File: src/rtl/video_lcd_pkg.sv
// Shared definitions for the 800x480 LCD timing path. The generator and the
// capture front end both use these.
package video_lcd_pkg;

  typedef enum logic [1:0] {
    HUNT   = 2'd0,
    VBLANK = 2'd1,
    ACTIVE = 2'd2,
    HBLANK = 2'd3
  } state_t;

  localparam int POS_WIDTH_DEF = 11;

  // 800x480 panel timing, in pixel clocks / lines
  localparam int HLINE  = 1056;
  localparam int HBACK  = 46;
  localparam int HFRONT = 210;
  localparam int VLINE  = 525;
  localparam int VBACK  = 23;
  localparam int VFRONT = 22;

endpackage

File: src/rtl/video_sample_sync.sv
// Brings the pixel-clock level and DE into the system domain and turns each
// pixel-clock rise into a one-cycle strobe with the DE captured alongside it.
module video_sample_sync (
  input  logic i_clock,
  input  logic i_reset,
  input  logic i_vga_clock,
  input  logic i_data_enable,
  output logic strobe,
  output logic data_enable
);

  logic [1:0] clk_sync;
  logic [1:0] de_sync;
  logic       clk_prev;

  always_ff @(posedge i_clock or negedge i_reset) begin
    if (!i_reset) begin
      clk_sync <= 2'b00;
      de_sync  <= 2'b00;
      clk_prev <= 1'b0;
    end else begin
      clk_sync <= {clk_sync[0], i_vga_clock};
      de_sync  <= {de_sync[0], i_data_enable};
      clk_prev <= clk_sync[1];
    end
  end

  // DE comes from the same stage as the edge, so it lines up with the strobe
  assign strobe      = clk_sync[1] & ~clk_prev;
  assign data_enable = de_sync[1];

endmodule

File: src/rtl/video_lcd_capture.sv
// LCD parallel-interface receiver: recovers scan position and framing from
// pixel-clock level plus DE, measures active resolution and reports lock.
module video_lcd_capture
  import video_lcd_pkg::*;
#(
  parameter int POS_WIDTH   = POS_WIDTH_DEF,
  parameter int VGAP        = 512,
  parameter int LOCK_FRAMES = 2
) (
  input  logic                 i_clock,
  input  logic                 i_reset,
  input  logic                 i_vga_clock,
  input  logic                 i_data_enable,
  output logic                 o_pixel_valid,
  output logic [POS_WIDTH-1:0] o_pos_x,
  output logic [POS_WIDTH-1:0] o_pos_y,
  output logic                 o_frame_start,
  output logic [POS_WIDTH-1:0] o_width,
  output logic [POS_WIDTH-1:0] o_height,
  output logic                 o_locked,
  output logic                 o_error,
  output state_t               o_state
);

  localparam int GAP_W    = $clog2(VGAP + 1);
  localparam int LOCK_MAX = LOCK_FRAMES - 1;
  localparam int LOCK_W   = (LOCK_FRAMES > 1) ? $clog2(LOCK_FRAMES) : 1;
  localparam logic [POS_WIDTH-1:0] POS_MAX = {POS_WIDTH{1'b1}};

  logic strobe;
  logic de;

  video_sample_sync u_sync (
    .i_clock      (i_clock),
    .i_reset      (i_reset),
    .i_vga_clock  (i_vga_clock),
    .i_data_enable(i_data_enable),
    .strobe       (strobe),
    .data_enable  (de)
  );

  state_t                 state_q, state_n;
  logic [POS_WIDTH-1:0]   x_q, x_n, y_q, y_n, ref_w_q, ref_w_n;
  logic [POS_WIDTH-1:0]   prev_w_q, prev_w_n, prev_h_q, prev_h_n;
  logic [GAP_W-1:0]       gap_q, gap_n;
  logic [LOCK_W-1:0]      lock_cnt_q, lock_cnt_n;
  logic                   line_err_q, line_err_n, prev_valid_q, prev_valid_n;
  logic [POS_WIDTH-1:0]   pos_x_n, pos_y_n, width_n, height_n;
  logic                   pix_n, fs_n, err_n, locked_n;
  logic [POS_WIDTH-1:0]   frame_h;
  logic                   frame_match;
  logic                   overflow;

  always_ff @(posedge i_clock or negedge i_reset) begin
    if (!i_reset) begin
      state_q       <= HUNT;
      x_q           <= '0;
      y_q           <= '0;
      ref_w_q       <= '0;
      prev_w_q      <= '0;
      prev_h_q      <= '0;
      gap_q         <= '0;
      lock_cnt_q    <= '0;
      line_err_q    <= 1'b0;
      prev_valid_q  <= 1'b0;
      o_pixel_valid <= 1'b0;
      o_pos_x       <= '0;
      o_pos_y       <= '0;
      o_frame_start <= 1'b0;
      o_width       <= '0;
      o_height      <= '0;
      o_locked      <= 1'b0;
      o_error       <= 1'b0;
    end else begin
      state_q       <= state_n;
      x_q           <= x_n;
      y_q           <= y_n;
      ref_w_q       <= ref_w_n;
      prev_w_q      <= prev_w_n;
      prev_h_q      <= prev_h_n;
      gap_q         <= gap_n;
      lock_cnt_q    <= lock_cnt_n;
      line_err_q    <= line_err_n;
      prev_valid_q  <= prev_valid_n;
      o_pixel_valid <= pix_n;
      o_pos_x       <= pos_x_n;
      o_pos_y       <= pos_y_n;
      o_frame_start <= fs_n;
      o_width       <= width_n;
      o_height      <= height_n;
      o_locked      <= locked_n;
      o_error       <= err_n;
    end
  end

  always_comb begin
    state_n      = state_q;
    x_n          = x_q;
    y_n          = y_q;
    ref_w_n      = ref_w_q;
    prev_w_n     = prev_w_q;
    prev_h_n     = prev_h_q;
    gap_n        = gap_q;
    lock_cnt_n   = lock_cnt_q;
    line_err_n   = line_err_q;
    prev_valid_n = prev_valid_q;
    pos_x_n      = o_pos_x;
    pos_y_n      = o_pos_y;
    width_n      = o_width;
    height_n     = o_height;
    locked_n     = o_locked;
    pix_n        = 1'b0;
    fs_n         = 1'b0;
    err_n        = 1'b0;
    overflow     = 1'b0;
    frame_h      = y_q + 1'b1;
    // a frame only counts toward lock if the one before it was clean too
    frame_match  = prev_valid_q && (ref_w_q == prev_w_q) && (frame_h == prev_h_q) && !line_err_q;

    if (strobe) begin
      case (state_q)
        HUNT: begin
          if (de) begin
            gap_n = '0;
          end else if (gap_q == GAP_W'(VGAP - 1)) begin
            gap_n   = '0;
            state_n = VBLANK;
          end else begin
            gap_n = gap_q + 1'b1;
          end
        end
        VBLANK: begin
          if (de) begin
            pix_n      = 1'b1;
            fs_n       = 1'b1;
            pos_x_n    = '0;
            pos_y_n    = '0;
            x_n        = POS_WIDTH'(1);
            y_n        = '0;
            line_err_n = 1'b0;
            state_n    = ACTIVE;
          end
        end
        ACTIVE: begin
          if (de) begin
            if (x_q == POS_MAX) begin
              overflow = 1'b1;
            end else begin
              pix_n   = 1'b1;
              pos_x_n = x_q;
              pos_y_n = y_q;
              x_n     = x_q + 1'b1;
            end
          end else begin
            if (y_q == '0) begin
              ref_w_n = x_q;
            end else if (x_q != ref_w_q) begin
              line_err_n = 1'b1;
              err_n      = 1'b1;
            end
            gap_n   = GAP_W'(1);
            state_n = HBLANK;
          end
        end
        HBLANK: begin
          if (de) begin
            if (y_q == POS_MAX) begin
              overflow = 1'b1;
            end else begin
              y_n     = y_q + 1'b1;
              pix_n   = 1'b1;
              pos_x_n = '0;
              pos_y_n = y_q + 1'b1;
              x_n     = POS_WIDTH'(1);
              state_n = ACTIVE;
            end
          end else if (gap_q == GAP_W'(VGAP - 1)) begin
            height_n     = frame_h;
            width_n      = ref_w_q;
            prev_w_n     = ref_w_q;
            prev_h_n     = frame_h;
            prev_valid_n = !line_err_q;
            if (!frame_match) lock_cnt_n = '0;
            else if (lock_cnt_q != LOCK_W'(LOCK_MAX)) lock_cnt_n = lock_cnt_q + 1'b1;
            locked_n     = (lock_cnt_n >= LOCK_W'(LOCK_MAX));
            gap_n        = '0;
            state_n      = VBLANK;
          end else begin
            gap_n = gap_q + 1'b1;
          end
        end
        default: state_n = HUNT;
      endcase
    end

    if (overflow) begin
      err_n        = 1'b1;
      locked_n     = 1'b0;
      lock_cnt_n   = '0;
      prev_valid_n = 1'b0;
      gap_n        = '0;
      state_n      = HUNT;
    end
  end

  assign o_state = state_q;

endmodule

File: config.mk
export PLATFORM = sky130hd
export DESIGN_NAME = video_lcd_capture
export DESIGN_NICKNAME = d
export VERILOG_FILES = /design/src/rtl/video_lcd_pkg.sv /design/src/rtl/video_sample_sync.sv /design/src/rtl/video_lcd_capture.sv
export SDC_FILE = /design/constraint.sdc
export NUM_CORES = 1
export LEC_CHECK = 0
export ABC_AREA = 1
export ABC_CLOCK_PERIOD_IN_PS = 1800
export BUFFER_PORTS_ARGS = -buffer_cell sky130_fd_sc_hd__buf_2
export CAP_MARGIN = 20
export CORE_ASPECT_RATIO = 1.4
export CORE_MARGIN = 2
export CORE_UTILIZATION = 53
export CTS_BUF_LIST = sky130_fd_sc_hd__clkbuf_16
export DETAILED_ROUTE_END_ITERATION = 8
export PLACE_DENSITY_LB_ADDON = 0.1
export SYNTH_ARGS = -nofsm -noshare
export SYNTH_HDL_FRONTEND = slang
export SYNTH_SLANG_ARGS = --single-unit
File: constraint.sdc
create_clock -name i_clock -period 1.8 [get_ports i_clock]
set_input_delay 0.27 -clock i_clock [delete_from_list [all_inputs] [get_ports i_clock]]
set_output_delay 0.27 -clock i_clock [all_outputs]
set_load 0.02 [all_outputs]
# [Word level (Yosys, flattened, before mapping)]
# Cells that the tools add are included.
[totals] regBits=101 inputBits=4 output_inout_bits=50 elab_cells=152
[op_classes] add_sub_neg=4 magnitude_cmp=1 eq_ne=23 muxes=81 bitwise=3 n_reduce_logical=21
[op_table] cell="11-bit 2-to-1 mux" count=14
[op_table] cell="11-bit case mux with 3 select lines" count=3
[op_table] cell="10-bit 2-to-1 mux" count=6
[op_table] cell="1-bit 2-to-1 mux" count=44
[op_table] cell="10-bit case mux with 3 select lines" count=1
[op_table] cell="11-bit by 1-bit adder with 11-bit output, second input constant" count=2
[op_table] cell="11-bit == test" count=2
[op_table] cell="11-bit == test, second input constant" count=2
[op_table] cell="11-bit case mux with 2 select lines" count=1
[op_table] cell="2-bit 2-to-1 mux" count=8
[op_table] cell="4-bit AND reduction" count=4
[op_table] cell="2-bit != test, second input constant" count=6
[op_table] cell="11-bit zero test" count=1
[op_table] cell="11-bit != test" count=1
[op_table] cell="10-bit by 1-bit adder with 10-bit output, second input constant" count=1
[op_table] cell="10-bit by 9-bit == test with 1-bit output, second input constant" count=1
[op_table] cell="5-bit AND reduction" count=2
[op_table] cell="2-bit nonzero test" count=5
[op_table] cell="3-bit != test, second input constant" count=3
[op_table] cell="2-bit case mux with 4 select lines" count=1
[op_table] cell="7-bit AND reduction" count=1
[op_table] cell="2-bit by 1-bit != test with 1-bit output, second input constant" count=3
[op_table] cell="6-bit AND reduction" count=1
[op_table] cell="2-bit == test, second input constant" count=2
[op_table] cell="other kinds (14)" count=18

# [Longest topological paths before layout]
# Gate-level depths: netlist of run 1.
[logic_depth] depth_word=15 depth_mapped=14 depth_no_buf=13

# [By module]
# From an unflattened synthesis of run 1, not the netlist that was laid out.
[unflattened] cells_unflattened=642 area_unflattened_um2=5191.2
[by_module_without_submodules] module="video_lcd_capture" instances=1 cells_each=635 area_per_inst_um2=5056.1 seq_area_each_um2=2377.3
[by_module_without_submodules] module="video_sample_sync" instances=1 cells_each=7 area_per_inst_um2=135.1 seq_area_each_um2=125.1

# [Worst setup path after synthesis of run 1]
# No wires, ideal clock.
[synth_timing] path_type="reg-to-reg" start="register x_q[0]" end="register o_pos_y[7]" setup_ns=0.121 t_arrival_ns=1.666 required_time_ns=1.679 setup_slack_ns=0.013 stages_incl_launch_ff=11 path_buffers=1 period_less_slack_ns=1.787 path_cell_list="dfrtp_1 ha_1 nand2_1 nor2_1 nand3_1 nand2_1 o21ai_2 nand2_4 inv_2 buf_4 o22a_1"
[synth_via] elab_chain_cells=3
[synth_lines] item="start, declared" line="video_lcd_capture.sv:43" text="logic [POS_WIDTH-1:0] x_q, x_n, y_q, y_n, ref_w_q, ref_w_n;"
[synth_lines] item="start signal, assigned" line="video_lcd_capture.sv:76" text="x_q <= x_n;"
[synth_lines] item="11-bit == test" line="video_lcd_capture.sv:146" text="if (x_q == POS_MAX) begin"
[synth_lines] item="2-bit != test (no source line)"
[synth_lines] item="7-bit AND reduction (no source line)"
[synth_lines] item="end signal, assigned" line="video_lcd_capture.sv:87" text="o_pos_y <= pos_y_n;"
[synth_lines] item="end, declared" line="video_lcd_capture.sv:16" text="output logic [POS_WIDTH-1:0] o_pos_y,"
# Every way passes these cells.
# A chain may end at the register's enable or synchronous reset.

# [Final worst setup path of run 1]
[layout_timing] start="register y_q[0]" end="register gap_q[6]"
[layout_via] elab_chain_cells=7 word_cells_on_any_way=11 cone_classes="eq/ne: 3; mux: 5; reduce/logical: 3"
[layout_lines] item="start, declared" line="video_lcd_capture.sv:43"
[layout_lines] item="start signal, assigned" line="video_lcd_capture.sv:77" text="y_q <= y_n;"
[layout_lines] item="11-bit == test *" line="video_lcd_capture.sv:167" text="if (y_q == POS_MAX) begin"
[layout_lines] item="1-bit 2-to-1 mux *" line="video_lcd_capture.sv:167"
[layout_lines] item="1-bit 2-to-1 mux *" line="video_lcd_capture.sv:166" text="if (de) begin"
[layout_lines] item="1-bit case mux with 2 select lines *" line="video_lcd_capture.sv:121" text="case (state_q)"
[layout_lines] item="1-bit 2-to-1 mux *" line="video_lcd_capture.sv:120" text="if (strobe) begin"
[layout_lines] item="3-bit != test (no source line) (tied with other cells)"
[layout_lines] item="4-bit AND reduction (no source line)"
[layout_lines] item="end signal, assigned" line="video_lcd_capture.sv:81" text="gap_q <= gap_n;"
[layout_lines] item="end, declared" line="video_lcd_capture.sv:45" text="logic [GAP_W-1:0] gap_q, gap_n;"
# Every way passes the cells marked *; elsewhere a longest branch is shown, timed or not.

==> flow_metrics.tcl, run 1 <==
set metrics [dict create \
    status "finished clean" \
    antenna_found_initial 0 \
    crit_top_cell "nand2_4" \
    cts_buffers 9 \
    initial_utilization_pct 53.90 \
    instances_no_fill 943 \
    clkLatencyLatePin_ns 0.35 \
    synth_ff_type "dfrtp_1" \
    grt_overflow 0 \
    drc 0 \
    nFillCells 835 \
    cts_sinks 100 \
    setup_viol 0 \
    ys_warn_count 0 \
    die_h_um 122.4 \
    track_usage_pct 26.30 \
    globalplace.congestion 0.8851 \
    slowest_delay_ns 0.39 \
    cp_data_required_time_ns 2.04 \
    worst_pin_slew_ns 0.5007 \
    synth_area_um2 5306 \
    crit_slowest_cell "dfrtp_1" \
    drtIter0Drc 218 \
    grt_pass1_vias 4577 \
    ys_ff_latch 100 \
    ctsHtreeMaxLevel 3 \
    worstSetupStartpointType "flip-flop" \
    cp_max_fo 7 \
    max_slew_margin_pct 66.31 \
    area_growth_pct 25.96 \
    grt_max_degree 38 \
    peakVddDrop_mv 0.6406 \
    rsz0062_at_grt "yes" \
    end_kind "flip-flop" \
    utilization_pct 67.89 \
    synth_area_per_cell_um2 7.635 \
    root_buffer "clkbuf_16" \
    synth_cell_types 37 \
    fin_skew_ns 0.008633 \
    firstDrtPassIters 5 \
    async_flop_share_pct 100.0 \
    cp_top_family "simple AND/OR/NAND/NOR gates" \
    postSynthCellCount 695 \
    cts_buffer_depth 2 \
    synth_edf_count 0 \
    dp_cells 910 \
    fmax_mhz 563.3 \
    vias 4918 \
    num_rows 43 \
    io_pins 54 \
    wire_per_inst_um 14.68 \
    core_area_um2 9846 \
    critPathKind "flip-flop to flip-flop" \
    wl_um 13840 \
    seq_area_frac_synth_pct 47.16 \
    final_hold_viol_count 0 \
    tritoncts "yes" \
    port_buffers 53 \
    cp_cell_sequence "ha_2 -> nand2_4 -> nor2_4 -> nand4_4 -> nand2_2 -> nand2_4 -> nand2_4 -> nand3_4 -> buf_6 -> nand2_1 -> nand2_1" \
    dieArea_um2 10840 \
    drtAntennaViolNets 0 \
    dp_slack_ns -0.1124 \
    hold_path_class "input pin to flip-flop" \
    fin_nets 811 \
    tns_ns 0 \
    syn-num-nets 703 \
    fin_ws_ns 0.02462 \
    diodes 0 \
    via_per_inst 5.215 \
    power_density_nw_per_um2 1124 \
    path_buf_inv 1 \
    min_period_ns 1.775 \
    path_clk_slew_ns 0.07 \
    die_x_um 88.57 \
    layout-drive-gt1-share_pct 24.26 \
    maxSlewViolCount 0 \
    arrival_ns 2.02 \
    p_leak_nw 3.365 \
    dp_hpwl_um 9855 \
    post-route-period-util_pct 98.63 \
    grt_first_pass_wirelength_um 21940 \
    maxCapViolations 0 \
]
cell type report:
class / count / area, µm² / area share, %
Multi-Input combinational cell: 493 / 2542 / 38.04
Sequential cell: 100 / 2505 / 37.48
Timing Repair Buffer: 118 / 843.3 / 12.62
Inverter: 80 / 324.1 / 4.848
Clock buffer: 9 / 225.2 / 3.370
Tap cell: 135 / 168.9 / 2.527
Clock inverter: 7 / 67.56 / 1.011
Timing Repair inverter: 1 / 7.507 / 0.1123
sequential cells by signal, summed over array words and instances (netlist names), 2 cells and up:
name             cells
gap_q               10
o_pos_x             11
o_pos_y             11
o_state              2
prev_h_q            11
prev_w_q            11
ref_w_q             11
u_sync.clk_sync      2
u_sync.de_sync       2
x_q                 11
y_q                 11
logic make-up (layout without fill, tap and decap cells):
family,count (synthesis),count (layout),share of synthesized area (%)
AND/OR/NAND/NOR,372,372,30.42
flip-flops,100,100,47.16
adder cells (fa/ha/maj),4,4,0.9432
XOR/XNOR,20,20,3.301
AO/OA/AOI/OAI,97,97,10.28
buffers and inverters,102,215,7.899
worst paths after layout:
check	startpoint	endpoint	slack (ns)	cells after the start
max in group asynchronous	i_reset	y_q[10]$_DFFE_PN0P_	0.80	3
worst min-delay path	i_vga_clock	u_sync.clk_sync[0]$_DFF_PN0_	0.02	1
worst max-delay path	y_q[0]$_DFFE_PN0P_	gap_q[6]$_DFFE_PN0P_	0.02	11
worst min register to register	u_sync.de_sync[0]$_DFF_PN0_	u_sync.de_sync[1]$_DFF_PN0_	0.35	0
worst max register to register	y_q[0]$_DFFE_PN0P_	gap_q[6]$_DFFE_PN0P_	0.02	11
min in group asynchronous	i_reset	o_pos_x[5]$_DFFE_PN0P_	0.42	2
cell usage in the layout, fill, tap and decap left out, types with 23 or more instances in the layout:
cell type  Yosys  routed
o21ai_0       34      31
buf_4          4      54
buf_2          9      52
dfrtp_1      100      98
nand3_1       46      42
inv_1         74      70
nand2_1      222     211
nor2_1        61      54
o21ai_1       21      23
where the power goes:
group	switching (W)	internal, W	leakage (nW)
clock network	0.000866	0.00107	0.145
logic	0.00165	0.00106	1.88
registers	0.000285	0.00258	1.34
metal layers:
metal / track usage, % / share of wire (%) / vias to the layer above
met5: 0 / 0 / -
met4: 11.55 / 2.9 / 0
met3: 3.497 / 3.3 / 29
met2: 45.25 / 52 / 112
met1: 32.59 / 42 / 2317
li1: - / - / 2460
through the flow:
step	hold slack, ns	cell area [µm²]	total power, W
5_1_grt	0.02430	6684	0.007938
2_1_floorplan	-0.02559	5306	0.004354
6_report	0.02464	6684	0.007512
3_3_place_gp	0.2617	6057	0.005204
4_1_cts	0.01740	6399	0.007257
3_5_place_dp	0.2658	6057	0.005241
synth_stat cells, types with 2 or more instances:
cell type,count,share of area (%)
nor2_4,3,0.64
ha_1,4,0.94
inv_2,5,0.35
a21oi_1,16,1.5
nor3_1,5,0.47
o21ai_2,4,0.66
clkbuf_1,7,0.50
a31oi_1,7,0.83
xor2_1,16,2.6
nor2_1,61,4.3
dfrtp_1,100,47
buf_4,4,0.57
inv_1,74,5.2
nand2_1,222,16
o21ai_0,34,3.2
nor2_2,4,0.47
o31ai_1,10,1.4
o21ai_1,21,2.0
o22ai_1,2,0.24
nand3b_1,3,0.42
nor4_1,3,0.35
buf_2,9,0.85
nand2_2,2,0.24
xnor2_1,4,0.66
nand4_1,16,1.9
nand3_1,46,4.3
nand2_4,3,0.64
repair_timing:
action | in CTS | in global routing
endpoints found under the hold margin | 34 | 0
setup endpoints to repair | 10 | 62
buffers inserted | 0 | 15
pin swaps | 0 | 25
resized for setup | 11 | 52
hold buffers | 1 | 0
cloned | 0 | 1
Note: power is estimated with default switching activity, not from simulation.
==> inputs of run 2 (changes only) <==
Settings changed: ABC_CLOCK_PERIOD_IN_PS 1800 to 1900, CORE_UTILIZATION 53 to 59.
Clock period 1.8 ns to 1.9 ns, I/O delays scaled along.
==> flow_metrics.tcl, run 2 (synthesized netlist as in run 1, its figures left out) <==
set metrics [dict create \
    max_slew_margin_pct 59.36 \
    firstDrtPassIters 5 \
    cp_data_required_time_ns 2.12 \
    drtIter0Drc 372 \
    end_kind "flip-flop" \
    clkLatencyLatePin_ns 0.35 \
    drtAntennaViolNets 0 \
    power.total_w 0.006939 \
    via_per_inst 5.499 \
    worst_pin_slew_ns 0.6041 \
    diodes 0 \
    arrival_ns 2.07 \
    cts_sinks 100 \
    dp_hpwl_um 9819 \
    core_area_um2 8658 \
    fmax_mhz 540.4 \
    grt_pass1_vias 4623 \
    dieArea_um2 9779 \
    initial_utilization_pct 61.29 \
    wire_per_inst_um 15.26 \
    root_buffer "clkbuf_16" \
    crit_slowest_cell "nor4_1" \
    peakVddDrop_mv 0.7973 \
    io_pins 54 \
    num_rows 40 \
    maxSlewViolCount 0 \
    crit_top_cell "buf_4" \
    track_usage_pct 28.58 \
    cts_buffers 9 \
    multi_input_area_um2 2441 \
    status "finished clean" \
    grt_first_pass_wirelength_um 22250 \
    worstSetupStartpointType "flip-flop" \
    ctsHtreeMaxLevel 3 \
    cts_buffer_depth 2 \
    nFillCells 675 \
    met3_usage_pct 2.615 \
    port_buffers 53 \
    final-seq-area_um2 2502 \
    final_hold_viol_count 0 \
    post-route-period-util_pct 97.40 \
    grt_max_degree 39 \
    die_h_um 116.2 \
    cp_cell_sequence "buf_4 -> nor4_1 -> nand4_1 -> buf_4 -> nand2_1 -> o21ai_1" \
    top_usage_layer "met2" \
    area_growth_pct 19.69 \
    p_leak_nw 3.226 \
    met2_usage_pct 49.05 \
    hold_path_class "input pin to flip-flop" \
    antenna_found_initial 0 \
    tritoncts "yes" \
    maxCapViolations 0 \
    rsz0062_at_grt "yes" \
    fin_nets 789 \
    path_clk_slew_ns 0.06 \
    drc 0 \
    die_x_um 84.15 \
    fin_skew_ns 0.007614 \
    critPathKind "flip-flop to flip-flop" \
    grt_overflow 0 \
    setup_viol 0 \
    slowest_delay_ns 0.55 \
    final_cell_mix "nand2_1, dfrtp_1, inv_1, nor2_1, buf_2" \
    cp_max_fo 22 \
    layout_commonest_cell "nand2_1" \
    tns_ns 0 \
    cp_top_family "simple AND/OR/NAND/NOR gates" \
    met1_usage_pct 36.28 \
    min_period_ns 1.851 \
    layout-drive-gt1-share_pct 19.01 \
    vias 4889 \
    wl_um 13570 \
    power_density_nw_per_um2 1092 \
    path_buf_inv 2 \
    globalplace.congestion 0.9840 \
]
run 2: worst paths after layout:
check / start / end / slack, ns / cells after the start
worst max register to register: y_q[3]$_DFFE_PN0P_ / ref_w_q[1]$_DFFE_PN0P_ / 0.05 / 6
worst max-delay path: y_q[3]$_DFFE_PN0P_ / ref_w_q[1]$_DFFE_PN0P_ / 0.05 / 6
worst min-delay path: i_data_enable / u_sync.de_sync[0]$_DFF_PN0_ / 0.04 / 1
worst min register to register: u_sync.de_sync[0]$_DFF_PN0_ / u_sync.de_sync[1]$_DFF_PN0_ / 0.35 / 0
min in group asynchronous: i_reset / o_pos_x[6]$_DFFE_PN0P_ / 0.44 / 2
max in group asynchronous: i_reset / y_q[1]$_DFFE_PN0P_ / 0.88 / 3
run 2: metal layers:
layer	vias to the layer above	part of all wire [%]
met5	-	0
met4	0	3.1
met3	27	4.1
met2	155	51
met1	2302	42
li1	2405	-
run 2: worst register-to-register path, stage by stage, from the launching register on:
cell and delay [ns]:
dfrtp_1 0.39, buf_4 0.17, nor4_1 0.55, nand4_1 0.20, buf_4 0.26, nand2_1 0.08
o21ai_1 0.07
run 2: cell type report:
| class | count | area share, % |
|---|---|---|
| sequential | 100 | 39.40 |
| multi-input combinational | 493 | 38.44 |
| timing repair buffer | 97 | 10.36 |
| inverter | 80 | 4.945 |
| clock buffer | 9 | 3.546 |
| tap | 105 | 2.069 |
| clock inverter | 5 | 1.241 |
run 2: stage by stage:
stage / util, % / instance area, µm² / std cells / setup slack [ns] / hold slack [ns]
floorplan: - / 5306 / 695 / 0.1129 / -0.01059
global placement: 68.08 / 5894 / 865 / 0.06800 / 0.2702
detailed placement: 68.08 / 5894 / 865 / -0.01481 / 0.2796
CTS: 71.73 / 6211 / 880 / 0.009908 / 0.04098
global route: 73.35 / 6351 / 889 / -0.02481 / 0.03583
finish: 73.35 / 6351 / 889 / 0.04936 / 0.04413
run 2: power by group:
group          internal [W]  total, W  switching, W
clock network       0.00113   0.00191      0.000777
registers           0.00244   0.00269      0.000256
logic              0.000822   0.00234       0.00151
total               0.00439   0.00694       0.00255
run 2: timing repair:
action                                  CTS  global route
hold buffers                              1             0
buffers inserted                          0             9
endpoints found under the setup margin    3            40
pin swaps                                 0             8
resized for setup                         1            21
hold endpoints to repair                 34             0
